## src/rtl/alu_ctrl_pkg.sv

```systemverilog
// Shared encodings for the ALU control unit: ALU operation codes, R-type funct and
// I-type opcode values, alu_op / md_op encodings and the mul/div sequencer state type.
package alu_ctrl_pkg;

  localparam logic [3:0] ALU_AND  = 4'b0000;
  localparam logic [3:0] ALU_OR   = 4'b0001;
  localparam logic [3:0] ALU_ADD  = 4'b0010;
  localparam logic [3:0] ALU_XOR  = 4'b0011;
  localparam logic [3:0] ALU_SUB  = 4'b0110;
  localparam logic [3:0] ALU_SLT  = 4'b0111;
  localparam logic [3:0] ALU_SLTU = 4'b1000;
  localparam logic [3:0] ALU_SLL  = 4'b1001;
  localparam logic [3:0] ALU_SRL  = 4'b1010;
  localparam logic [3:0] ALU_SRA  = 4'b1011;
  localparam logic [3:0] ALU_NOR  = 4'b1100;
  localparam logic [3:0] ALU_LUI  = 4'b1101;

  localparam logic [5:0] FN_SLL   = 6'b000000;
  localparam logic [5:0] FN_SRL   = 6'b000010;
  localparam logic [5:0] FN_SRA   = 6'b000011;
  localparam logic [5:0] FN_MULT  = 6'b011000;
  localparam logic [5:0] FN_MULTU = 6'b011001;
  localparam logic [5:0] FN_DIV   = 6'b011010;
  localparam logic [5:0] FN_DIVU  = 6'b011011;
  localparam logic [5:0] FN_ADD   = 6'b100000;
  localparam logic [5:0] FN_ADDU  = 6'b100001;
  localparam logic [5:0] FN_SUB   = 6'b100010;
  localparam logic [5:0] FN_SUBU  = 6'b100011;
  localparam logic [5:0] FN_AND   = 6'b100100;
  localparam logic [5:0] FN_OR    = 6'b100101;
  localparam logic [5:0] FN_XOR   = 6'b100110;
  localparam logic [5:0] FN_NOR   = 6'b100111;
  localparam logic [5:0] FN_SLT   = 6'b101010;
  localparam logic [5:0] FN_SLTU  = 6'b101011;

  localparam logic [5:0] OP_ADDI  = 6'b001000;
  localparam logic [5:0] OP_ADDIU = 6'b001001;
  localparam logic [5:0] OP_SLTI  = 6'b001010;
  localparam logic [5:0] OP_SLTIU = 6'b001011;
  localparam logic [5:0] OP_ANDI  = 6'b001100;
  localparam logic [5:0] OP_ORI   = 6'b001101;
  localparam logic [5:0] OP_XORI  = 6'b001110;
  localparam logic [5:0] OP_LUI   = 6'b001111;

  localparam logic [1:0] AOP_MEM    = 2'b00;
  localparam logic [1:0] AOP_BRANCH = 2'b01;
  localparam logic [1:0] AOP_RTYPE  = 2'b10;
  localparam logic [1:0] AOP_ITYPE  = 2'b11;

  localparam logic [1:0] MD_MULT  = 2'b00;
  localparam logic [1:0] MD_MULTU = 2'b01;
  localparam logic [1:0] MD_DIV   = 2'b10;
  localparam logic [1:0] MD_DIVU  = 2'b11;

  typedef enum logic {ST_IDLE, ST_RUN} state_t;

endpackage

```

## src/rtl/alu_funct_decode.sv

```systemverilog
// Combinational (alu_op, funct) decode into ALU code, shift-source select, illegal flag
// and mul/div request. DIV/DIVU are recognised only when ALU_CTRL_DIV_EN is defined.
module alu_funct_decode (
  input  logic [1:0] alu_op,
  input  logic [5:0] funct,
  output logic [3:0] code,
  output logic       shamt_sel,
  output logic       illegal,
  output logic       is_md,
  output logic [1:0] md_op
);
  import alu_ctrl_pkg::*;

  // Unsupported encodings fall through to the ADD/illegal defaults.
  always_comb begin
    code      = ALU_ADD;
    shamt_sel = 1'b0;
    illegal   = 1'b0;
    is_md     = 1'b0;
    md_op     = MD_MULT;
    case (alu_op)
      AOP_MEM:    code = ALU_ADD;
      AOP_BRANCH: code = ALU_SUB;
      AOP_RTYPE: begin
        case (funct)
          FN_ADD, FN_ADDU: code = ALU_ADD;
          FN_SUB, FN_SUBU: code = ALU_SUB;
          FN_AND:  code = ALU_AND;
          FN_OR:   code = ALU_OR;
          FN_XOR:  code = ALU_XOR;
          FN_NOR:  code = ALU_NOR;
          FN_SLT:  code = ALU_SLT;
          FN_SLTU: code = ALU_SLTU;
          FN_SLL: begin code = ALU_SLL; shamt_sel = 1'b1; end
          FN_SRL: begin code = ALU_SRL; shamt_sel = 1'b1; end
          FN_SRA: begin code = ALU_SRA; shamt_sel = 1'b1; end
          FN_MULT:  begin is_md = 1'b1; md_op = MD_MULT;  end
          FN_MULTU: begin is_md = 1'b1; md_op = MD_MULTU; end
`ifdef ALU_CTRL_DIV_EN
          FN_DIV:   begin is_md = 1'b1; md_op = MD_DIV;  end
          FN_DIVU:  begin is_md = 1'b1; md_op = MD_DIVU; end
`endif
          default: illegal = 1'b1;
        endcase
      end
      default: begin
        case (funct)
          OP_ADDI, OP_ADDIU: code = ALU_ADD;
          OP_SLTI:  code = ALU_SLT;
          OP_SLTIU: code = ALU_SLTU;
          OP_ANDI:  code = ALU_AND;
          OP_ORI:   code = ALU_OR;
          OP_XORI:  code = ALU_XOR;
          OP_LUI:   code = ALU_LUI;
          default:  illegal = 1'b1;
        endcase
      end
    endcase
  end

endmodule

```

## src/rtl/alu_control_seq.sv

```systemverilog
// Registered ALU control unit with mul/div busy/ready sequencing and HI/LO write strobe.
// Define ALU_CTRL_DIV_EN to sequence DIV/DIVU for DIV_CYCLES; otherwise they are illegal.
module alu_control_seq #(
  parameter int CTRL_W     = 4,
  parameter int MUL_CYCLES = 4,
  parameter int DIV_CYCLES = 32
) (
  input  logic              clk,
  input  logic              reset,
  input  logic              valid_in,
  input  logic [1:0]        alu_op,
  input  logic [5:0]        funct,
  input  logic              flush,
  output logic              ready_out,
  output logic [CTRL_W-1:0] alu_ctrl,
  output logic              ctrl_valid,
  output logic              shamt_sel,
  output logic              illegal,
  output logic              md_start,
  output logic [1:0]        md_op,
  output logic              busy,
  output logic              hilo_we
);
  import alu_ctrl_pkg::*;

`ifdef ALU_CTRL_DIV_EN
  localparam int CNT_MAX = (MUL_CYCLES > DIV_CYCLES) ? MUL_CYCLES : DIV_CYCLES;
`else
  localparam int CNT_MAX = MUL_CYCLES;
  logic unused_div;
  assign unused_div = ^DIV_CYCLES;
`endif
  localparam int CNT_W = (CNT_MAX > 1) ? $clog2(CNT_MAX) : 1;
  localparam logic [CNT_W-1:0] MUL_LOAD = CNT_W'(MUL_CYCLES - 1);

  logic [3:0]       dec_code;
  logic             dec_shamt;
  logic             dec_illegal;
  logic             dec_is_md;
  logic [1:0]       dec_md_op;
  logic             accept;
  state_t           state, state_nxt;
  logic [CNT_W-1:0] cnt, cnt_nxt;
  logic             hilo_nxt;

  alu_funct_decode u_dec (
    .alu_op    (alu_op),
    .funct     (funct),
    .code      (dec_code),
    .shamt_sel (dec_shamt),
    .illegal   (dec_illegal),
    .is_md     (dec_is_md),
    .md_op     (dec_md_op)
  );

  assign busy      = (state == ST_RUN);
  assign ready_out = ~busy;
  assign accept    = valid_in & ready_out & ~flush;

  always_ff @(posedge clk) begin
    if (reset) begin
      state   <= ST_IDLE;
      cnt     <= '0;
      hilo_we <= 1'b0;
    end else begin
      state   <= state_nxt;
      cnt     <= cnt_nxt;
      hilo_we <= hilo_nxt;
    end
  end

  // Flush wins over completion, so an aborted op never raises hilo_we.
  always_comb begin
    state_nxt = state;
    cnt_nxt   = cnt;
    hilo_nxt  = 1'b0;
    case (state)
      ST_IDLE: begin
        if (accept && dec_is_md) begin
          state_nxt = ST_RUN;
`ifdef ALU_CTRL_DIV_EN
          cnt_nxt = dec_md_op[1] ? CNT_W'(DIV_CYCLES - 1) : MUL_LOAD;
`else
          cnt_nxt = MUL_LOAD;
`endif
        end
      end
      default: begin
        if (flush) begin
          state_nxt = ST_IDLE;
          cnt_nxt   = '0;
        end else if (cnt == '0) begin
          state_nxt = ST_IDLE;
          hilo_nxt  = 1'b1;
        end else begin
          cnt_nxt = cnt - CNT_W'(1);
        end
      end
    endcase
  end

  always_ff @(posedge clk) begin
    if (reset) begin
      alu_ctrl   <= '0;
      ctrl_valid <= 1'b0;
      shamt_sel  <= 1'b0;
      illegal    <= 1'b0;
      md_start   <= 1'b0;
      md_op      <= 2'b00;
    end else begin
      ctrl_valid <= accept;
      md_start   <= accept & dec_is_md;
      if (accept) begin
        alu_ctrl  <= CTRL_W'(dec_code);
        shamt_sel <= dec_shamt;
        illegal   <= dec_illegal;
        md_op     <= dec_md_op;
      end
    end
  end

endmodule

```

## config.mk

```make
export PLATFORM = sky130hd
export DESIGN_NAME = alu_control_seq
export DESIGN_NICKNAME = d
export VERILOG_FILES = /design/src/rtl/alu_ctrl_pkg.sv /design/src/rtl/alu_funct_decode.sv /design/src/rtl/alu_control_seq.sv
export SDC_FILE = /design/constraint.sdc
export NUM_CORES = 1
export LEC_CHECK = 0
export ABC_CLOCK_PERIOD_IN_PS = 2160
export BUFFER_PORTS_ARGS = -buffer_cell sky130_fd_sc_hd__buf_2
export CORE_MARGIN = 2
export CORE_UTILIZATION = 50
export DETAILED_ROUTE_END_ITERATION = 7
export GPL_TIMING_DRIVEN = 0
export PLACE_DENSITY = 0.78
export SETUP_SLACK_MARGIN = 0.4
export SKIP_CTS_REPAIR_TIMING = 1
export SYNTH_ARGS = -nofsm -noshare
export SYNTH_HDL_FRONTEND = slang
export SYNTH_SLANG_ARGS = --single-unit
export TNS_END_PERCENT = 50
```

## constraint.sdc

```tcl
create_clock -name clk -period 2.16 [get_ports clk]
set_clock_uncertainty 0.1 [all_clocks]
set_input_delay 0.216 -clock clk [delete_from_list [all_inputs] [get_ports clk]]
set_output_delay 0.216 -clock clk [all_outputs]
set_load 0.02 [all_outputs]
```

After elaboration in Yosys (flattened, before gate mapping)
Cells that the tools add are included.

operators by class
  equality and inequality tests = 25
  reduce and logical (&&, ||, !) cells = 13
  div/mod/pow operators = 0
  multiplexer cells = 21
  add/subtract/negate cells = 1
  shift operators = 0
  multiply operators = 0
  magnitude comparators = 0
  bitwise gates (word level) = 5

operator list
  kind                 count
  $eq 6x6->1 const B   10
  $eq 6x4->1 const B   8
  $pmux 4 s10          1
  $pmux 4 s6           1
  $reduce_or 15->1     1
  $eq 6x2->1 const B   2
  $eq 6x5->1 const B   2
  $mux 1               12
  $pmux 4 s3           1
  $mux 2               5
  $reduce_or 8->1      1
  $logic_not 6->1      1
  $reduce_or 2->1      3
  $reduce_or 3->1      2
  $logic_not 2->1      2
  $and 1x1->1          3
  $ne 3x3->1 const B   1
  $eq 2x1->1 const B   1
  $eq 2x2->1 const B   1
  $not 1->1            2
  $pmux 1 s2           1
  $reduce_and 2->1     1
  $reduce_bool 2->1    1
  $sub 2x1->2 const B  1
  $logic_and 1x1->1    1

storage, ports and cells
  memory bits (read-only) = 0
  latch bits = 0
  RAM bits = 0
  memories kept = 0
  output and inout bits = 13
  register bits after elaboration = 14

Longest topological paths before layout
  depth after elaboration = 7
  mapped depth = 5

Cells and area by module
A second synthesis with hierarchy kept.

second synthesis, totals
  cell total of the unflattened synthesis = 107
  area, all modules = 910.9 um^2

by module, submodules not included
  module            times used  sequential area each (um^2)  area each (um^2)  cells each
  alu_control_seq   1           280.3                        530.5             51
  alu_funct_decode  1           0.0                          380.4             56

Worst setup path before layout
No wires, ideal clock.

  path type = reg-to-reg
  from = register state, in the netlist busy
  to = register cnt[1]
  slack = 0.492 ns
  stages on the path, launching flop included = 6
  required time = 1.925 ns
  data arrival time = 1.433 ns
  cells stage by stage = dfxtp_1 or3b_1 buf_2 nand4bb_4 a31oi_1 a211oi_1

on the way
  word-level cells in the longest chain between the ends = 6
  elaborated cells between the ends (all ways) = 8
  those cells by class = eq/ne: 1; mux: 1; bitwise: 3; reduce/logical: 3

RTL lines
  item                                RTL line               text
  start: declaration                  alu_control_seq.sv:42  state_t state, state_nxt;
  start signal: assignment            alu_control_seq.sv:66  state <= state_nxt;
  $not 1->1                           n/a
  $and 1x1->1 (2 in a row)            alu_control_seq.sv:58  assign accept = valid_in & ready_out & ~flush;
  $logic_and 1x1->1                   alu_control_seq.sv:79  if (accept && dec_is_md) begin
  $reduce_bool 2->1 (no source line)  n/a
  $reduce_and 2->1 (no source line)   n/a
  end signal: assignment              alu_control_seq.sv:67  cnt <= cnt_nxt;
  end: declaration                    alu_control_seq.sv:43  logic [CNT_W-1:0] cnt, cnt_nxt;

Parallel ways exist; a longest one is shown, timed or not.
A chain may end at the register's enable or synchronous reset.

Final worst setup path
Same ends and word-level chain as after synthesis.

==> flow_summary_export.csv <==
group,metric,value,unit
yosys,yosysTopAreaCell,"dfxtp_1",
critical_path,cp-start-kind,"flip-flop",
routing,viasPerCell,5.66,
critical_path,reg2reg_depth,5,
place,port_buffers,23,
status,status,"finished, final reports clean",
timing,final_max_slew_viol_count,0,
yosys,async_flop_share,0,
timing,finalCritPeriodShare,0.764,
pwr,powerDensity,510,mW/mm2
yosys,syn-mean-instance-area,7.56,um2
clock_tree,cts.reportedPaths.clkPinSlew,0.09,ns
yosys,synth_common_cells,"13 x dfxtp_1, 13 x nor2_1, 10 x a21oi_1, 8 x inv_1, 7 x o21ai_0",
layout,postLayoutCoreUtil,0.655,
floorplan,die_height,45.2,um
critical_path,slowest_stage,"dfxtp_2",
critical_path,path_delay_family,"simple AND/OR/NAND/NOR gates",
floorplan,chipWidth,45.2,um
routing,vias,878,
global_routing,grt_max_degree,11,
yosys,synth_seq_cells,13,
critical_path,r2r-start,"busy$_SDFF_PP0_",
yosys,syn-cell-area,847,um2
critical_path,reg2reg_to,"cnt[1]$_SDFFE_PP0P_",
routing,drt-initial-drc-count,27,
yosys,synth.area.top_cells,"dfxtp_1 31%, a21oi_1 5.9%, nor2_1 5.8%",
yosys,ys_warn_count,0,
yosys,yosysTopAreaCellShare,0.307,
critical_path,cp-end-kind,"flip-flop",
timing,final.setup.tns,0,ns
critical_path,worst-path-stages,5,
pwr,p_clk_frac,0.310,
floorplan,num_rows,14,
timing,setup_violations,0,
yosys,synth-edff-count,0,
yosys,yosysSeqAreaShare,0.307,
timing,rsz0062_at_grt,"false",
floorplan,initial_core_util,0.550,
yosys,postSynthCellCount,112,
clock_tree,h-tree-depth,1,
floorplan,pin_count,25,
routing,wire_per_inst,13.0,um
pwr,seqPwrFrac,0.481,
yosys,syn-num-nets,125,
critical_path,crit_path_max_incr_delay,0.38,ns
layout,multi_input_area,522,um2
run,cap_viol_max_count,0,
critical_path,crit_arrival,1.70,ns
clock_tree,cts_buffers,3,
layout,stdcell_area,0.00101,mm2
global_routing,gr-total-overflow,0,
timing,fmax,0.606,GHz
critical_path,critPathKind,"flip-flop to flip-flop",
pwr,leakage,0.432,nW
routing,wl,2.02,mm
routing,drc,0,
place,dpl.hpwl,1.50,mm
timing,period_needed,1.65,ns
layout,nets,153,
pwr,swShare,0.303,
floorplan,core-area,0.00154,mm2
critical_path,path_buf_inv,1,
clock_tree,clkSinkCount,13,
global_routing,grt_pass1_wl,3.24,mm
worst_hold_path,hold_path.class,"input pin to flip-flop",
critical_path,reg2reg_slack,0.51,ns
critical_path,critical_path_peak_fanout,9,
layout,fill_cells,140,
timing,hold_viol_final,0,
global_routing,antenna_found_initial,0,
layout,register_area,262,um2
clock_tree,cts_tree,"yes",
routing,ant_nets,0,
timing,max_slew.worst_pin.slew,0.522,ns
critical_path,critical_path_required,2.21,ns
pwr,peakVddDrop,0.000332,V
clock_tree,cts_root_buf,"clkbuf_4",
floorplan,dieArea,0.00204,mm2
timing,whs,0.0937,ns
place,finalWeightedCongestion,0.894,
pwr,p_comb_frac,0.208,
place,placed_cell_area,982,um2
yosys,synth_ff_type,"dfxtp_1",
yosys,ys_types,36,
layout,drive_gt1_frac,0.237,
routing,drtPass1Iterations,4,
layout,syn_to_final_growth,19.2,%
critical_path,cp-endpoint,"cnt[1]$_SDFFE_PP0P_",
clock_tree,clock_path_buffers,2,
critical_path,critPathLaunch,"busy$_SDFF_PP0_",
global_routing,grt_pass1_vias,744,
clock_tree,clk_latency,0.28,ns
global_routing,groute.usage.overall,0.224,
timing,max_slew_margin,0.651,
layout,diodes,0,
pwr,total_power,0.515,mW
pwr,p_sw,0.156,mW
critical_path,path_cells,"or3b_1 -> buf_2 -> nand4bb_4 -> a31oi_1 -> a211oi_1",
pwr,p_int,0.359,mW
-- cells in the final DEF (no fill, tap or decap), types with 2 or more instances in the layout --
| master | n |
|---|---|
| buf_2 | 24 |
| nor2_1 | 13 |
| dfxtp_1 | 12 |
| a21oi_1 | 10 |
| inv_1 | 8 |
| o21ai_0 | 7 |
| clkbuf_1 | 6 |
| nand2_1 | 6 |
| nor2b_1 | 4 |
| a31oi_1 | 4 |
| nor3_1 | 4 |
| nand3_1 | 4 |
| nand2b_1 | 3 |
| nor3b_1 | 3 |
| clkbuf_4 | 3 |
| or3b_1 | 2 |
| a211oi_1 | 2 |
| xor2_1 | 2 |
| o21ai_1 | 2 |
| o31ai_1 | 2 |
-- per-layer routing --
| layer | vias up | track usage | routed length (um) |
|---|---|---|---|
| li1 | 448 | - | - |
| met1 | 396 | 0.315 | 922 |
| met2 | 30 | 0.337 | 936 |
| met3 | 4 | 0.0560 | 142 |
| met4 | 0 | 0.0647 | 17 |
| met5 | - | 0 | 0 |
-- area by class of cell --
class	count	area share
tap	16	0.0198
timing repair buffer	23	0.114
inverter	8	0.0297
sequential	13	0.259
multi-input combinational	83	0.517
buffer	8	0.0347
clock buffer	4	0.0260
-- power by group through the flow --
stage / Combinational (mW) / Sequential [mW] / Clock, mW
floorplan: 0.0636 / 0.262 / 0
global route: 0.119 / 0.249 / 0.171
global placement: 0.104 / 0.253 / 0
detailed placement: 0.106 / 0.254 / 0
finish: 0.107 / 0.248 / 0.160
CTS: 0.107 / 0.248 / 0.159
-- worst min path at each step --
stage               depth (start not counted)                   start  slack (ns)                     end
floorplan                                   1                   reset        0.21   ctrl_valid$_SDFF_PP0_
global placement                            2  shamt_sel$_SDFFE_PP0P_        0.34  shamt_sel$_SDFFE_PP0P_
detailed placement                          2  shamt_sel$_SDFFE_PP0P_        0.34  shamt_sel$_SDFFE_PP0P_
CTS                                         2                   reset        0.09   ctrl_valid$_SDFF_PP0_
global route                                2                   reset        0.10   ctrl_valid$_SDFF_PP0_
finish                                      2                   reset        0.09   ctrl_valid$_SDFF_PP0_
-- registers in the layout, summed over array words and instances (netlist names) --
signal	cells
alu_ctrl	4
busy	1
cnt	2
ctrl_valid	1
hilo_we	1
illegal	1
md_op	1
md_start	1
shamt_sel	1
-- per-stage QoR --
| step | cells | setup WS [ns] |
|---|---|---|
| final | 155 | 0.510 |
| after global routing | 155 | 0.432 |
| after CTS | 155 | 0.434 |
| after detailed placement | 151 | 0.444 |
| after global placement | 151 | 0.434 |
| after floorplan | 112 | 0.492 |
-- cells by family (layout without fill, tap and decap cells) --
family | after synthesis | in the layout | synth area share
mux | 1 | 1 | 0.0133
flops | 13 | 13 | 0.307
buf+inv | 16 | 43 | 0.0768
other cells | 1 | 1 | 0.00443
compound gates | 33 | 33 | 0.248
simple gates | 44 | 44 | 0.304
xor+xnor | 3 | 3 | 0.0310
fa+ha+maj | 1 | 1 | 0.0148
Note: power is estimated with default switching activity, not from simulation.
